<file path="src/rtl/cpu_defs.sv">
// Shared CPU constants and types for the fetch path and the instruction memory.
// Latency: n/a (definitions only).
// Backpressure: n/a.
package cpu_defs;

   localparam logic [31:0] CPU_RESET_PC   = 32'h0000_3000;
   localparam logic [31:0] CPU_EXC_VECTOR = 32'h0000_4180;
   localparam logic [31:0] CPU_NOP_WORD   = 32'h0000_0000;

   // Instruction memory window, inclusive word addresses.
   localparam logic [31:0] IM_ADDR_LO = 32'h0000_3000;
   localparam logic [31:0] IM_ADDR_HI = 32'h0000_6ffc;

   // Which source the next-PC mux picked; the IF/ID update keys off the same choice.
   typedef enum logic [2:0] {
      NPC_SEQ   = 3'd0,
      NPC_REDIR = 3'd1,
      NPC_HOLD  = 3'd2,
      NPC_ERET  = 3'd3,
      NPC_EXC   = 3'd4
   } npc_sel_t;

   // IF/ID pipeline register contents.
   typedef struct packed {
      logic [31:0] pc;
      logic [31:0] instr;
      logic        valid;
      logic        adel;
      logic        bd;
   } ifid_t;

   // True when a fetch address is word aligned and inside the memory window.
   function automatic logic im_addr_ok(input logic [31:0] addr);
      return (addr[1:0] == 2'b00) && (addr >= IM_ADDR_LO) && (addr <= IM_ADDR_HI);
   endfunction

endpackage

</file>
<file path="src/rtl/fetch_npc.sv">
// Next-PC priority mux: exception > eret > stall (hold) > redirect > pc+4.
// Latency: purely combinational.
// Backpressure: stall holds the PC unless a flush (exc/eret) overrides it.
// Ports: pc/epc/redirect_pc in, control requests in, npc and the chosen source (sel) out.
module fetch_npc
   import cpu_defs::*;
#(
   parameter logic [31:0] EXC_VECTOR = CPU_EXC_VECTOR
) (
   input  logic [31:0] pc,
   input  logic        stall,
   input  logic        redirect_valid,
   input  logic [31:0] redirect_pc,
   input  logic        exc_req,
   input  logic        eret_req,
   input  logic [31:0] epc,
   output logic [31:0] npc,
   output npc_sel_t    sel
);

   always_comb begin
      sel = NPC_SEQ;
      npc = pc + 32'd4;   // wraps modulo 2^32
      if (exc_req) begin
         sel = NPC_EXC;
         npc = EXC_VECTOR;
      end else if (eret_req) begin
         sel = NPC_ERET;
         npc = epc;
      end else if (stall) begin
         // A redirect seen during a stall is not latched; decode keeps it asserted.
         sel = NPC_HOLD;
         npc = pc;
      end else if (redirect_valid) begin
         sel = NPC_REDIR;
         npc = redirect_pc;
      end
   end

endmodule

</file>
<file path="src/rtl/im_fetch.sv">
// Instruction fetch: owns the PC, drives the I-memory, fills the IF/ID register.
// Latency: im_pc is the PC register directly; fetched word reaches IF/ID in 1 cycle.
// Backpressure: stall freezes PC and IF/ID; exc/eret flush IF/ID to a bubble even when stalled.
// Ports: clk/reset_n; stall, redirect_valid/redirect_pc, exc_req, eret_req/epc from
//        decode and CP0; im_pc/im_instr/im_adel to memory; d_pc/d_instr/d_valid/d_adel/d_bd to decode.
module im_fetch
   import cpu_defs::*;
#(
   parameter logic [31:0] RESET_PC   = CPU_RESET_PC,
   parameter logic [31:0] EXC_VECTOR = CPU_EXC_VECTOR,
   parameter logic [31:0] NOP_WORD   = CPU_NOP_WORD
) (
   input  logic        clk,
   input  logic        reset_n,
   input  logic        stall,
   input  logic        redirect_valid,
   input  logic [31:0] redirect_pc,
   input  logic        exc_req,
   input  logic        eret_req,
   input  logic [31:0] epc,
   output logic [31:0] im_pc,
   input  logic [31:0] im_instr,
   input  logic        im_adel,
   output logic [31:0] d_pc,
   output logic [31:0] d_instr,
   output logic        d_valid,
   output logic        d_adel,
   output logic        d_bd
);

   localparam ifid_t IFID_BUBBLE = '{pc: 32'h0, instr: NOP_WORD, valid: 1'b0, adel: 1'b0, bd: 1'b0};

   logic [31:0] pc;
   logic [31:0] npc;
   npc_sel_t    sel;
   ifid_t       ifid;

   fetch_npc #(
      .EXC_VECTOR(EXC_VECTOR)
   ) u_npc (
      .pc             (pc),
      .stall          (stall),
      .redirect_valid (redirect_valid),
      .redirect_pc    (redirect_pc),
      .exc_req        (exc_req),
      .eret_req       (eret_req),
      .epc            (epc),
      .npc            (npc),
      .sel            (sel)
   );

   always_ff @(posedge clk or negedge reset_n) begin
      if (!reset_n) begin
         pc   <= RESET_PC;
         ifid <= IFID_BUBBLE;
      end else begin
         pc <= npc;
         case (sel)
            NPC_EXC, NPC_ERET: ifid <= IFID_BUBBLE;
            NPC_HOLD:          ifid <= ifid;
            default: begin
               // The word fetched this cycle is the delay slot when a redirect is applied.
               // A faulted fetch still enters decode so CP0 can take AdEL on it.
               ifid.pc    <= pc;
               ifid.valid <= 1'b1;
               ifid.bd    <= (sel == NPC_REDIR);
               ifid.adel  <= im_adel;
               ifid.instr <= im_adel ? NOP_WORD : im_instr;
            end
         endcase
      end
   end

   assign im_pc   = pc;
   assign d_pc    = ifid.pc;
   assign d_instr = ifid.instr;
   assign d_valid = ifid.valid;
   assign d_adel  = ifid.adel;
   assign d_bd    = ifid.bd;

endmodule

</file>
<file path="config.mk">
export PLATFORM = sky130hd
export DESIGN_NAME = im_fetch
export DESIGN_NICKNAME = d
export VERILOG_FILES = /design/src/rtl/cpu_defs.sv /design/src/rtl/fetch_npc.sv /design/src/rtl/im_fetch.sv
export SDC_FILE = /design/constraint.sdc
export NUM_CORES = 1
export LEC_CHECK = 0
export BUFFER_PORTS_ARGS = -buffer_cell sky130_fd_sc_hd__buf_4
export CORE_ASPECT_RATIO = 2
export CORE_MARGIN = 8
export CORE_UTILIZATION = 49
export CTS_CLUSTER_DIAMETER = 80
export DETAILED_ROUTE_END_ITERATION = 8
export GPL_ROUTABILITY_DRIVEN = 0
export PLACE_DENSITY = 0.81
export SETUP_SLACK_MARGIN = 0.2
export SLEW_MARGIN = 30
export SYNTH_ARGS = -nofsm -noshare
export SYNTH_HDL_FRONTEND = slang
export SYNTH_HIERARCHICAL = 1
export SYNTH_SLANG_ARGS = --single-unit
</file>
<file path="constraint.sdc">
create_clock -name clk -period 2.7 [get_ports clk]
set_input_delay 0 -clock clk [delete_from_list [all_inputs] [get_ports clk]]
set_output_delay 0 -clock clk [all_outputs]
set_load 0.03 [all_outputs]
</file>
==> impl_metrics.toml, run 1 <==
[logic_synthesis]
yosysTopAreaCell = "dfrtp_1"
ys_types = 57
syn_inst = 478
synth_flop_cell = "dfrtp_1"
synth_top_area_share_pct = 47.8
async_flop_share_pct = 100
synth_edf_count = 0
ys_seq_elements = 99
seq_area_frac_synth_pct = 48.8
synth_area_mm2 = 0.00508
synth.avg_cell_area_um2 = 10.6
synth_area_leaders = "dfrtp_1, a32o_1, nor2b_1, xor2_1, o21ai_0"
synth_fp_nets = 582
yosys_warnings = 6

[global_routing]
grt_usage_pct = 25.4
grt_max_degree = 53
grt_antenna_before_repair = 0
grt.overflow.total = 0
grt_pass1_vias = 5326
grt_pass1_wl_mm = 27.6

[clock_network]
htree_levels = 3
cts_max_path_buffers = 2
cts_buffers = 9
cts_tree = "yes"
clk_pin_slew_ps = 60
cts_root_buffer = "clkbuf_16"
clk-insertion-delay-late_ps = 350
clock-sinks = 99

[floorplan]
die_area_mm2 = 0.0141
core-area_mm2 = 0.0101
rows = 52
io_pins = 202
start_util_pct = 50.4
die_h_um = 160
die_w_um = 88.0

[pwr]
ir_drop_mv = 0.445
power.density_mw_per_mm2 = 551
p_leak_uw = 0.00327

[sta]
relSlewSlack_pct = 49.6
period_needed_ps = 2380
finalSetupViolCount = 0
clock_skew_ps = 8.21
worst_pin_slew_ps = 755
hold_ws_ps = 13.8
finalCritPeriodShare_pct = 88.1
finalMaxSlewViolations = 0
hold_viol_final = 0
max_freq_ghz = 0.420
fin_tns_setup_ps = 0
rsz0062_at_grt = "true"

[setup_path]
endpoint_kind = "flip-flop"
worstPathArrival_ps = 2590
critPathKind = "reg2reg"
start_kind = "flip-flop"
cp.required_ps = 2910
worst-r2r-cell-count = 6
crit_fanout = 8

[placed_design]
dp_hpwl_mm = 12.7
dpl.cell_count = 780
io_buffer_count = 201

[cells_and_area]
diodes = 0
area.growth.synth_to_final_pct = 44.4
fin_cells = 835
mostFrequentLayoutCells = "buf_4, dfrtp_1, a32o_1"
fill_cells = 711
register_area_mm2 = 0.00248
final_common_cell = "buf_4"
utilization_pct = 72.7
nets = 799
multi_input_area_mm2 = 0.00237
drive_gt1_share_pct = 35.7

[run_status]
status = "completed"

[routing]
drtPass1Iterations = 8
ant_nets = 0
routed_wl_mm = 18.1
drt_iter0_markers = 425
drc = 0
routed_via_density = 6.17
avgRoutedWirePerCell_um = 21.7
num_vias = 5150

[run]
maxCapViolCount = 0

[worst_hold_path]
hold_path.class = "in2reg"
min_path_cells = 3
layout make-up:
type | count | area share [%]
clock inverters | 5 | 0.819
clock buffers | 11 | 3.31
inverters | 5 | 0.273
multi-input cells | 329 | 32.4
repair buffers | 251 | 27.1
flip-flops and latches | 99 | 33.8
well taps | 135 | 2.30
cells by family (layout without fill, tap and decap cells):
kind of cell	Yosys count	count (layout)	share of synthesized area [%]
adders and majority gates	1	1	0.246
AOI/OAI and AO/OA	150	150	24.9
muxes	4	4	0.813
and+or+nand+nor	154	154	17.0
buffers and inverters	50	272	4.78
xor gates and xnor gates	20	20	3.45
DFF	99	99	48.8
synth_stat cells (all sizes together) (4+ instances only):
master / n
a2111oi: 18
dfrtp: 97
a21oi: 13
nand2: 20
nor2b: 34
nor3: 8
nor2: 34
xor2: 17
nand4: 9
buf: 20
nand3: 14
o21ai: 29
clkbuf: 25
or3: 18
a32o: 65
nor4: 4
timing repair:
item | CTS | global route
hold buffers | 37 | 0
hold endpoints to repair | 79 | 0
gates resized for setup | 0 | 1
setup endpoints to repair | 0 | 13
buffers inserted | 0 | 2
through the flow:
step           setup WS, ps  area, um^2  total power [uW]
5_1_grt                 182        7330              4180
2_1_floorplan           489        5080              2260
3_5_place_dp            331        6640              2710
4_1_cts                 286        7310              4060
6_report                321        7330              4040
3_3_place_gp            405        6640              2680
final timing paths:
| path | end | slack, ps | start |
|---|---|---|---|
| min in group asynchronous | d_pc[8]$_DFFE_PN0P_ | 240 | reset_n |
| max | im_pc[30]$_DFF_PN0_ | 320 | im_pc[2]$_DFF_PN0_ |
| max in group asynchronous | im_pc[12]$_DFF_PN1_ | 1710 | reset_n |
| max reg2reg | im_pc[30]$_DFF_PN0_ | 320 | im_pc[2]$_DFF_PN0_ |
| min | im_pc[30]$_DFF_PN0_ | 10 | redirect_pc[30] |
| min reg2reg | d_pc[4]$_DFFE_PN0P_ | 490 | d_pc[4]$_DFFE_PN0P_ |
flip-flops by register name, summed over array words and instances, names as in the netlist:
register / flops
d_bd: 1
im_pc: 32
d_adel: 1
d_pc: 32
d_instr: 32
d_valid: 1
critical path, stage by stage (launching register included):
cell and delay, ps:
dfrtp_1 470, ha_1 280, nand3_2 200, nor4_4 510, nand3_1 170, xor2_1 180, a2111oi_1 430
where the power goes:
group          internal (uW)  switching (uW)  total (uW)
combinational            434             576        1010
sequential              1600             120        1720
clock                    747             562        1310
per-layer routing:
layer,GRT usage [%],up-vias,part of all wire [%]
met3,5.60,71,7.9
li1,-,2261,-
met4,16.9,0,5.8
met2,43.3,307,52
met1,26.6,2511,34
met5,0,-,0
(Power assumes the default switching activity.)
==> run 2, diff against run 1 <==
clock period = 2.55 ns   (was 2.7 ns; I/O delays follow)
==> run 2 against run 1 <==
Sequential share of layout area is 0.51 points lower; clock-buffer cell count is 1 lower; global-route usage is 0.45 points higher; first-iteration DRC count is 3.1% higher; combinational power is 8% higher; clock power is 5% higher; wire length is 1.1% higher; core utilization is 1.2 points higher; setup slack worse by 59 ps; critical path depth is 1 higher; sequential cell count stayed put; clock skew is 1.3 ps higher.
==> impl_metrics.toml, run 2 (synthesized netlist as in run 1, its figures left out) <==
[clock_network]
cts_max_path_buffers = 2
cts_buffers = 9
clock-sinks = 99
cts_root_buffer = "clkbuf_16"
htree_levels = 3
clk-insertion-delay-late_ps = 350
cts_tree = "yes"
clk_pin_slew_ps = 70

[floorplan]
rows = 52
die_w_um = 88.0
die_area_mm2 = 0.0141
start_util_pct = 50.4
core-area_mm2 = 0.0101
die_h_um = 160
io_pins = 202

[setup_path]
cp.required_ps = 2830
crit_start = "im_pc[4]$_DFF_PN0_"
crit_path_end = "im_pc[11]$_DFF_PN0_"
endpoint_kind = "flip-flop"
worst-r2r-cell-count = 7
slowest_stage = "dlygate4sd3_1"
path_cells = "nand4_1, buf_4, nor2_1, nand2_1, xor2_1, a2111oi_1, dlygate4sd3_1"
critPathKind = "reg2reg"
r2r_end = "im_pc[11]$_DFF_PN0_"
ff2ff_setup_slack_ps = 260
critPathMaxStageDelay_ps = 610
worstPathArrival_ps = 2560
reg2reg_from = "im_pc[4]$_DFF_PN0_"
start_kind = "flip-flop"
crit_fanout = 8

[pwr]
ir_drop_mv = 0.605
swShare_pct = 31.1
p_sw_uw = 1330
seq_power_share_pct = 42.4
p_int_uw = 2960
p_clk_share_pct = 32.2
power.density_mw_per_mm2 = 575
p_leak_uw = 0.00332
p_comb_share_pct = 25.4

[routing]
num_vias = 5229
ant_nets = 0
routed_wl_mm = 18.3
drt_iter0_markers = 438
avgRoutedWirePerCell_um = 21.7
drtPass1Iterations = 7
routed_via_density = 6.18
drc = 0

[global_routing]
grt.overflow.total = 0
grt_pass1_wl_mm = 28.4
grt_max_degree = 54
grt_pass1_vias = 5527
grt_usage_pct = 25.9
grt_antenna_before_repair = 1

[cells_and_area]
fill_cells = 709
fin_cells = 846
final_common_cell = "buf_4"
area.growth.synth_to_final_pct = 46.9
utilization_pct = 74.0
nets = 810
mostFrequentLayoutCells = "buf_4, dfrtp_1, a32o_1"
drive_gt1_share_pct = 36.6

[placed_design]
dpl.cell_count = 786
dp_slack_ps = 234
io_buffer_count = 201
dp_hpwl_mm = 12.7

[sta]
setup_ws_ps = 262
period_needed_ps = 2290
finalMaxSlewViolations = 0
finalSetupViolCount = 0
hold_viol_final = 0
worst_pin_slew_ps = 652
clock_skew_ps = 9.52
rsz0062_at_grt = "true"
max_freq_ghz = 0.437
relSlewSlack_pct = 56.5
fin_tns_setup_ps = 0
finalCritPeriodShare_pct = 89.7

[run_status]
status = "completed"

[run]
maxCapViolCount = 0

[worst_hold_path]
hold_path.class = "in2reg"
[run 2: changes by cell type in the layout (fill, tap and decap cells not counted), sizes merged]
| cell | delta |
|---|---|
| buf | +5 |
| dlygate4sd3 | +6 |
| diode | +1 |
| clkinv | -1 |
| clkbuf | -1 |
| clkinvlp | +1 |
[run 2: timing repair]
action | CTS | global route
pin swaps | 2 | 2
hold buffers | 43 | 0
hold endpoints to repair | 75 | 0
setup endpoints to repair | 2 | 14
resized for setup | 0 | 7
buffers inserted | 1 | 0
[run 2: worst min path at each step]
stage | cells past startpoint | slack (ps) | endpoint | from
2_1_floorplan | 0 | -300 | d_adel$_DFFE_PN0P_ | reset_n
3_3_place_gp | 1 | 50 | d_pc[8]$_DFFE_PN0P_ | reset_n
3_5_place_dp | 1 | 50 | d_pc[11]$_DFFE_PN0P_ | reset_n
4_1_cts | 3 | 3 | im_pc[18]$_DFF_PN0_ | epc[18]
5_1_grt | 3 | 20 | im_pc[21]$_DFF_PN0_ | redirect_pc[21]
6_report | 3 | 10 | im_pc[30]$_DFF_PN0_ | epc[30]
[run 2: cell type report]
class | instances | area (um^2) | area share, %
clock buffers | 10 | 239 | 3.20
repair buffers | 262 | 2100 | 28.1
inverters | 5 | 20.0 | 0.268
multi-input cells | 329 | 2380 | 31.9
diodes | 1 | 2.50 | 0.0336
flip-flops and latches | 99 | 2480 | 33.3
well taps | 135 | 169 | 2.26
clock inverters | 5 | 62.6 | 0.839
[run 2: worst max-delay path: cells and delay by family, from the launching register on]
| family | cells | cell delay [ps] |
|---|---|---|
| AO/OA/AOI/OAI | 1 | 400 |
| XOR/XNOR | 1 | 160 |
| buffers and inverters | 2 | 840 |
| flip-flops | 1 | 440 |
| AND/OR/NAND/NOR | 3 | 370 |
[run 2: power by group through the flow]
stage	clock (uW)	sequential, uW	combinational, uW
2_1_floorplan	0	2070	319
3_3_place_gp	0	1840	1010
3_5_place_dp	0	1850	1030
4_1_cts	1400	1820	1090
5_1_grt	1450	1840	1150
6_report	1380	1820	1090
[run 2: stage by stage]
| stage | cell area [um^2] | power, uW | hold slack, ps |
|---|---|---|---|
| CTS | 7440 | 4310 | 2.96 |
| global placement | 6700 | 2850 | 52.6 |
| floorplan | 5080 | 2390 | -296 |
| finish | 7460 | 4290 | 13.7 |
| global route | 7460 | 4440 | 24.6 |
| detailed placement | 6700 | 2870 | 53.8 |
[run 2: routing by layer]
| metal | up-vias | global-route usage [%] | wire length, um |
|---|---|---|---|
| met5 | - | 0 | 0 |
| met4 | 0 | 15.2 | 889 |
| met3 | 67 | 6.07 | 1480 |
| met2 | 298 | 44.2 | 9680 |
| met1 | 2574 | 27.6 | 6270 |
| li1 | 2290 | - | - |
==> run 3, diff against run 2 <==
BUFFER_PORTS_ARGS = not set   (was -buffer_cell sky130_fd_sc_hd__buf_4)
CORE_UTILIZATION = 53   (was 49)
DONT_BUFFER_PORTS = 1   (was not set)
PLACE_DENSITY = 0.68   (was 0.81)
==> run 3 against run 2 <==
Register-to-register slack gained 90 ps; die area is 6.5% lower; wire length decreased by 5.1%; critical endpoint is now im_pc[5]$_DFF_PN0_; sequential cell count is the same; largest power group unchanged.
==> impl_metrics.toml, run 3 (synthesized netlist as in run 1, its figures left out) <==
[sta]
fin_tns_setup_ps = 0
period_needed_ps = 2200
hold_viol_final = 0
rsz0062_at_grt = "false"
clock_skew_ps = 8.29
max_freq_ghz = 0.455
worst_pin_slew_ps = 726
finalMaxSlewViolations = 0
finalSetupViolCount = 0
relSlewSlack_pct = 51.5
hold_ws_ps = 21.6
finalCritPeriodShare_pct = 86.1

[setup_path]
cp_top_family = "buffers and inverters"
worst-r2r-cell-count = 7
worstPathArrival_ps = 2410
reg2reg_from = "im_pc[2]$_DFF_PN0_"
path_buf_inv = 3
r2r_end = "im_pc[5]$_DFF_PN0_"
slowest_stage = "dlygate4sd3_1"
critPathMaxStageDelay_ps = 570
start_kind = "flip-flop"
critPathKind = "reg2reg"
endpoint_kind = "flip-flop"
cp.required_ps = 2770
ff2ff_setup_slack_ps = 350
cp_common_cell = "buf_4"
path_cells = "buf_4, nand4_1, buf_4, mux2_2, o22ai_1, a21oi_1, dlygate4sd3_1"
crit_fanout = 6
crit_start = "im_pc[2]$_DFF_PN0_"

[global_routing]
grt.overflow.total = 0
grt_pass1_wl_mm = 27.2
grt_pass1_vias = 4905
grt_max_degree = 100
grt_usage_pct = 26.3
grt_antenna_before_repair = 0

[cells_and_area]
area.growth.synth_to_final_pct = 30.5
mostFrequentLayoutCells = "dlygate4sd3_1, dfrtp_1, a32o_1"
diodes = 0
fill_cells = 662
final_common_cell = "dlygate4sd3_1"
drive_gt1_share_pct = 12.7
fin_cells = 686
nets = 682

[pwr]
ir_drop_mv = 0.462
p_leak_uw = 0.00266
power.density_mw_per_mm2 = 630

[routing]
routed_wl_mm = 17.4
avgRoutedWirePerCell_um = 25.4
num_vias = 4692
drc = 0
ant_nets = 0
routed_via_density = 6.84
drt_iter0_markers = 281
drtPass1Iterations = 5

[floorplan]
start_util_pct = 54.5
die_area_mm2 = 0.0132
core-area_mm2 = 0.00932
rows = 50
die_h_um = 154
io_pins = 202
die_w_um = 85.2

[clock_network]
clk-insertion-delay-late_ps = 340
cts_buffers = 9
cts_max_path_buffers = 2
htree_levels = 3
clk_pin_slew_ps = 70
cts_tree = "yes"
clock-sinks = 99
cts_root_buffer = "clkbuf_16"

[placed_design]
dp_hpwl_mm = 11.2
io_buffer_count = 0
dpl.cell_count = 567

[run_status]
status = "completed"

[worst_hold_path]
min_to = "im_pc[9]$_DFF_PN0_"
min_path_cells = 2
hold_path.class = "in2reg"
hold_start = "eret_req"

[run]
maxCapViolCount = 0
## run 3: worst max-delay path by stage
stage	depth (start not counted)	slack, ps	to
5_1_grt	7	220	im_pc[7]$_DFF_PN0_
2_1_floorplan	5	340	im_pc[27]$_DFF_PN0_
4_1_cts	8	210	im_pc[4]$_DFF_PN0_
3_3_place_gp	6	350	im_pc[28]$_DFF_PN0_
3_5_place_dp	6	220	im_pc[30]$_DFF_PN0_
6_report	7	350	im_pc[5]$_DFF_PN0_
## run 3: stage by stage
| step | worst slack (ps) | util, % | area [um^2] | total power, uW |
|---|---|---|---|---|
| after CTS | 210 | 71.1 | 6630 | 4200 |
| after global routing | 222 | 71.1 | 6630 | 4320 |
| after global placement | 351 | 56.2 | 5240 | 2500 |
| after detailed placement | 216 | 56.2 | 5240 | 2520 |
| after floorplan | 339 | - | 5080 | 2390 |
| final | 354 | 71.1 | 6630 | 4170 |
## run 3: timing repair
item                       4_1_cts  5_1_grt
gates resized for setup          0        4
setup endpoints to repair        1        9
hold buffers                   103        0
pin swaps                        1        0
hold endpoints to repair       166        0
buffers inserted                 1        1
## run 3: metal layers
| layer | GRT usage, % | routed length [um] | vias to the layer above | share of wire (%) |
|---|---|---|---|---|
| met4 | 11.6 | 527 | 0 | 3.0 |
| met1 | 28.0 | 5970 | 2340 | 34 |
| met3 | 6.90 | 1490 | 51 | 8.6 |
| met2 | 46.8 | 9410 | 263 | 54 |
| met5 | 0 | 0 | - | 0 |
| li1 | - | - | 2038 | - |
## run 3: final cells by class
type / instances / area, um^2 / area share [%]
Inverter: 5 / 20.0 / 0.302
Sequential cell: 99 / 2480 / 37.4
Tap cell: 104 / 130 / 1.96
Clock buffer: 10 / 239 / 3.61
Multi-Input combinational cell: 329 / 2380 / 35.8
Clock inverter: 5 / 85.1 / 1.28
Timing Repair Buffer: 134 / 1300 / 19.6
## run 3: power breakdown
part / total (uW) / switching (uW) / internal, uW
logic: 687 / 369 / 318
clock network: 1480 / 592 / 888
registers: 2010 / 315 / 1690
total: 4170 / 1280 / 2900
